--- config.mk ---
export PLATFORM = sky130hd
export DESIGN_NAME = modexp_ctrl
export DESIGN_NICKNAME = d
export VERILOG_FILES = /design/src/rtl/modexp_ctrl.sv
export SDC_FILE = /design/constraint.sdc
export NUM_CORES = 2
export LEC_CHECK = 0
export BUFFER_PORTS_ARGS = -buffer_cell sky130_fd_sc_hd__buf_4
export CORE_AREA = 2 2 610 612
export CTS_CLUSTER_SIZE = 10
export DETAILED_ROUTE_END_ITERATION = 8
export DIE_AREA = 0 0 612 614
export GPL_TIMING_DRIVEN = 0
export SYNTH_ARGS = -nofsm -noshare
export SYNTH_HDL_FRONTEND = slang
export SYNTH_SLANG_ARGS = --single-unit
--- constraint.sdc ---
create_clock -name clk -period 4.7 [get_ports clk]
set_clock_uncertainty 0.1 [all_clocks]
set_input_delay 0.235 -clock clk [delete_from_list [all_inputs] [get_ports clk]]
set_output_delay 0.235 -clock clk [all_outputs]
set_load 0.02 [all_outputs]
--- src/rtl/modexp_ctrl.sv ---
// Left-to-right square-and-multiply controller for base^exp mod M.
// Drives an external modular multiplier over a start/done handshake.
module modexp_ctrl #(
  parameter int unsigned EXP_W   = 256,
  parameter int unsigned TIMEOUT = 1024
) (
  input  logic             clk,
  input  logic             rst,
  input  logic             start,
  input  logic [255:0]     base,
  input  logic [EXP_W-1:0] exp,
  output logic             busy,
  output logic             done,
  output logic             err,
  output logic [255:0]     result,
  output logic [255:0]     mul_x,
  output logic [255:0]     mul_y,
  output logic             mul_start,
  input  logic             mul_done,
  input  logic [255:0]     mul_q
);

  localparam int unsigned IDX_W = (EXP_W > 1) ? $clog2(EXP_W) : 1;
  localparam int unsigned TMR_W = (TIMEOUT > 1) ? $clog2(TIMEOUT) : 1;
  localparam logic [IDX_W-1:0] IdxTop  = IDX_W'(EXP_W - 1);
  localparam logic [TMR_W-1:0] TmrLast = TMR_W'(TIMEOUT - 1);

  localparam logic [2:0] StIdle     = 3'd0;
  localparam logic [2:0] StScan     = 3'd1;
  localparam logic [2:0] StSqIssue  = 3'd2;
  localparam logic [2:0] StSqWait   = 3'd3;
  localparam logic [2:0] StMulIssue = 3'd4;
  localparam logic [2:0] StMulWait  = 3'd5;
  localparam logic [2:0] StFinish   = 3'd6;

  logic [2:0]       state_q, state_d;
  logic [255:0]     base_q, base_d;
  logic [EXP_W-1:0] exp_q, exp_d;
  logic [IDX_W-1:0] idx_q, idx_d;
  logic [255:0]     acc_q, acc_d;
  logic [TMR_W-1:0] timer_q, timer_d;
  logic             busy_q, busy_d;
  logic             done_q, done_d;
  logic             err_q, err_d;
  logic [255:0]     result_q, result_d;
  logic [255:0]     mul_x_q, mul_x_d;
  logic [255:0]     mul_y_q, mul_y_d;
  logic             mul_start_q, mul_start_d;
  logic             mul_done_q;
  logic             mul_event;
  logic             idx_zero;
  logic             timed_out;

  // Only a rising edge counts, so a done level left over from an earlier call is inert.
  assign mul_event = mul_done & ~mul_done_q;
  assign idx_zero  = (idx_q == '0);
  assign timed_out = (timer_q == TmrLast);

  always_comb begin
    state_d     = state_q;
    base_d      = base_q;
    exp_d       = exp_q;
    idx_d       = idx_q;
    acc_d       = acc_q;
    timer_d     = timer_q;
    busy_d      = busy_q;
    done_d      = 1'b0;
    err_d       = err_q;
    result_d    = result_q;
    mul_x_d     = mul_x_q;
    mul_y_d     = mul_y_q;
    mul_start_d = 1'b0;

    case (state_q)
      StIdle: begin
        if (start) begin
          base_d  = base;
          exp_d   = exp;
          idx_d   = IdxTop;
          busy_d  = 1'b1;
          err_d   = 1'b0;
          state_d = StScan;
        end
      end
      StScan: begin
        if (exp_q[idx_q]) begin
          acc_d = base_q;
          if (idx_zero) begin
            state_d = StFinish;
          end else begin
            idx_d   = idx_q - 1'b1;
            state_d = StSqIssue;
          end
        end else if (idx_zero) begin
          acc_d   = 256'd1;
          state_d = StFinish;
        end else begin
          idx_d = idx_q - 1'b1;
        end
      end
      StSqIssue: begin
        mul_x_d     = acc_q;
        mul_y_d     = acc_q;
        mul_start_d = 1'b1;
        timer_d     = '0;
        state_d     = StSqWait;
      end
      StSqWait: begin
        if (mul_event) begin
          acc_d = mul_q;
          if (exp_q[idx_q]) begin
            state_d = StMulIssue;
          end else if (idx_zero) begin
            state_d = StFinish;
          end else begin
            idx_d   = idx_q - 1'b1;
            state_d = StSqIssue;
          end
        end else if (timed_out) begin
          err_d   = 1'b1;
          acc_d   = '0;
          state_d = StFinish;
        end else begin
          timer_d = timer_q + 1'b1;
        end
      end
      StMulIssue: begin
        mul_x_d     = acc_q;
        mul_y_d     = base_q;
        mul_start_d = 1'b1;
        timer_d     = '0;
        state_d     = StMulWait;
      end
      StMulWait: begin
        if (mul_event) begin
          acc_d = mul_q;
          if (idx_zero) begin
            state_d = StFinish;
          end else begin
            idx_d   = idx_q - 1'b1;
            state_d = StSqIssue;
          end
        end else if (timed_out) begin
          err_d   = 1'b1;
          acc_d   = '0;
          state_d = StFinish;
        end else begin
          timer_d = timer_q + 1'b1;
        end
      end
      StFinish: begin
        result_d = acc_q;
        done_d   = 1'b1;
        busy_d   = 1'b0;
        state_d  = StIdle;
      end
      default: state_d = StIdle;
    endcase
  end

  always_ff @(posedge clk or negedge rst) begin
    if (!rst) begin
      state_q     <= StIdle;
      base_q      <= '0;
      exp_q       <= '0;
      idx_q       <= '0;
      acc_q       <= '0;
      timer_q     <= '0;
      busy_q      <= 1'b0;
      done_q      <= 1'b0;
      err_q       <= 1'b0;
      result_q    <= '0;
      mul_x_q     <= '0;
      mul_y_q     <= '0;
      mul_start_q <= 1'b0;
      mul_done_q  <= 1'b0;
    end else begin
      state_q     <= state_d;
      base_q      <= base_d;
      exp_q       <= exp_d;
      idx_q       <= idx_d;
      acc_q       <= acc_d;
      timer_q     <= timer_d;
      busy_q      <= busy_d;
      done_q      <= done_d;
      err_q       <= err_d;
      result_q    <= result_d;
      mul_x_q     <= mul_x_d;
      mul_y_q     <= mul_y_d;
      mul_start_q <= mul_start_d;
      mul_done_q  <= mul_done;
    end
  end

  assign busy      = busy_q;
  assign done      = done_q;
  assign err       = err_q;
  assign result    = result_q;
  assign mul_x     = mul_x_q;
  assign mul_y     = mul_y_q;
  assign mul_start = mul_start_q;

endmodule

==> run summary <==
outcome: finished, final reports clean
period utilisation layout: 97.2%
Yosys warnings: 0
fin cells: 14,700
area grow syn2layout: 56.0%
layout net count: 10,400
most frequent cells in the layout: nand2_1 (3,096), dfrtp_1 (1,562), buf_4 (1,560)
antenna violations before repair: 135
Starting Density: 17.4%
Crit. End Element: flip-flop
synth unique cells: 57
Worst-Margin Slew: 1.45 ns
Synthesized Nets: 7,463
Fin Hold WS: 0.0642 ns
Placeable Area: 370,000 um2
Crit Path Max Fanout: 10
grt total ovfl: 0
Worst-path clk slew: 0.06 ns
post-synthesis sequential area ratio: 60.8%
CP Cell Sequence: buf_8 > buf_16 > buf_16 > mux4_2 > mux2i_2 > nand3_1 > o22ai_1 > a311o_1 > a22o_4 > buf_6 > o311a_1 > buf_12 > buf_16 > clkbuf_1 > o21ai_1
final core utilization: 27.1%
Initial DRC Count: 6,605
max incr delay on CP: 0.70 ns
Routability Congestion: 0.932
footprint of the multi-input gates: 23,200 um2
Buf+Inv Stages, Crit Path: 7
clock buffer depth: 4
PortBufs: 1,543
setup TNS: 0 ns
antenna-violating nets left: 0
max frequency: 219 MHz
Setup crit start kind: flip-flop
first-pass GRT wire length: 551,000 um
largest net degree at the start of global routing: 174
1st-pass router iterations: 6
worst path arrival time: 5.20 ns
Horiz. Die Dim: 612 um
#FFs+latches synth: 1,562
Final Critical Period: 4.57 ns
post-synthesis cell area: 64,300 um2
Synth async-reset ratio: 100%
vias in the first global route: 64,400
share of post-route cells with drive strength above 1: 23.4%
CTS Sinks: 1,562
H-tree depth: 4
Clk Latency, worst-skew pair: 0.92 ns
Hold Vio Cnt, Final: 0
commonest non-fill, non-tap cell in the layout: nand2_1
slowest stage cell, crit path: clkbuf_1
Crit path max-delay family: buffers and inverters
die area: 376,000 um2
CTS Buf Count: 197
Power Total: 70.3 mW
top_reg_cell synth: dfrtp_1
# DRC: 0
die height: 614 um
Global Route Usage Sum: 21.4%
Rel. slew slack: 3.05%
MaxCap Viol Count: 0
mean routed wirelength per cell: 28.4 um
vias per cell: 4.40
Worst VDD drop: 0.000367 V
drt total wl: 418,000 um
CTS tree: yes
CP most frequent cell: buf_16
Worst Hold Class: in2reg
Syn Area/Cell: 9.62 um2
Site Rows: 224
post-placement cell count: 13,200
I/O pin total: 1,544
RSZ-0062 raised after global routing: false
Slew Limit Fails: 0
via count: 64,800
# fillers: 38,800
CP required: 5.33 ns
number of synthesized flops with an enable pin: 0
leakage power: 47.6 nW
placed wire-length estimate: 331,000 um
FF+latch area: 39,100 um2
Finish-stage setup viols: 0
CTS Root Cell: clkbuf_16
Setup Crit Path Kind: reg2reg
Pwr Density: 701 nW/um2
cells after synthesis: 6,688
area by class of cell:
cell class	count	area share, %
Timing Repair Buffer	2692	23.3
Clock inverter	35	0.443
Clock buffer	260	5.39
Antenna cell	92	0.230
Inverter	11	0.0412
Buffer	457	2.27
Tap cell	4972	6.20
Multi-Input combinational cell	4658	23.2
Sequential cell	1562	39.0
worst paths after layout:
check	cells after the start	end	slack, ns	start
worst min register to register	2	exp_q[107]$_DFFE_PN0P_	0.37	exp_q[107]$_DFFE_PN0P_
min in group asynchronous	4	result[35]$_DFFE_PN0P_	0.42	rst
worst max-delay path	15	acc_q[171]$_DFFE_PN0P_	0.13	idx_q[0]$_DFFE_PN0P_
worst max register to register	15	acc_q[171]$_DFFE_PN0P_	0.13	idx_q[0]$_DFFE_PN0P_
worst min-delay path	4	exp_q[152]$_DFFE_PN0P_	0.06	exp[152]
max in group asynchronous	6	result[150]$_DFFE_PN0P_	1.86	rst
power breakdown:
| part | leakage, nW | internal, mW | switching [mW] | total, mW |
|---|---|---|---|---|
| combinational | 24.5 | 11.2 | 20.0 | 31.2 |
| clock | 2.84 | 8.17 | 6.39 | 14.6 |
| sequential | 20.2 | 19.2 | 5.40 | 24.6 |
metrics by stage:
stage               setup slack, ns  area, um2
floorplan                      1.35      64300
global placement             -17.85      82100
detailed placement            -1.37      82600
CTS                        0.000668      99900
global route                0.00187     100000
finish                        0.130     100000
Yosys cell counts (10+ instances only):
cell      count  area, um2
nor2_1      286       1070
o22ai_1      13       81.3
mux2_2      263       2960
clkbuf_1    361       1360
dfrtp_1    1562      39100
nand2_1    3096      11600
a21oi_1      15       75.1
nor2b_1      10       62.6
a22oi_1     261       1960
nand3_1      17       85.1
nor3_1       11       55.1
buf_2        23        115
o21ai_1     180        901
a31oi_1     259       1620
buf_4        13       97.6
mux4_2       46       1040
buf_1        23       86.3
buf_6        23        259
o21ai_0      84        420
mux2i_1      33        330
repair_timing:
action,4_1_cts,5_1_grt
setup endpoints to repair,265,197
hold buffers,1127,0
buffers inserted,0,4
endpoints found under the hold margin,1242,0
pin swaps,0,3
gates resized for setup,48,29
state kept, by name, indices dropped and copies added (netlist names), 3 cells and up:
register / flops
acc_q: 256
base_q: 256
exp_q: 256
mul_x: 256
mul_y: 256
result: 256
timer_q: 10
idx_q: 8
state_q: 3
worst min-delay path: cells and delay by family:
| kind | cells | cell delay [ns] |
|---|---|---|
| buf+inv | 2 | 0.64 |
| simple gates | 2 | 0.09 |
routing by layer:
metal	vias up	GRT usage [%]	wire, um
li1	27900	-	-
met4	14	11.5	27500
met1	32100	25.6	161000
met5	-	0.207	180
met3	1123	7.52	43500
met2	3728	33.5	186000
kinds of logic after synthesis:
logic type | after synthesis | share of synthesized area, %
AND/OR/NAND/NOR | 3452 | 20.4
buffers and inverters | 468 | 3.37
adder cells (fa/ha/maj) | 5 | 0.0895
XOR/XNOR | 6 | 0.0817
flip-flops | 1562 | 60.8
multiplexers | 348 | 6.97
AO/OA/AOI/OAI | 847 | 8.34
(Power assumes the default switching activity.)
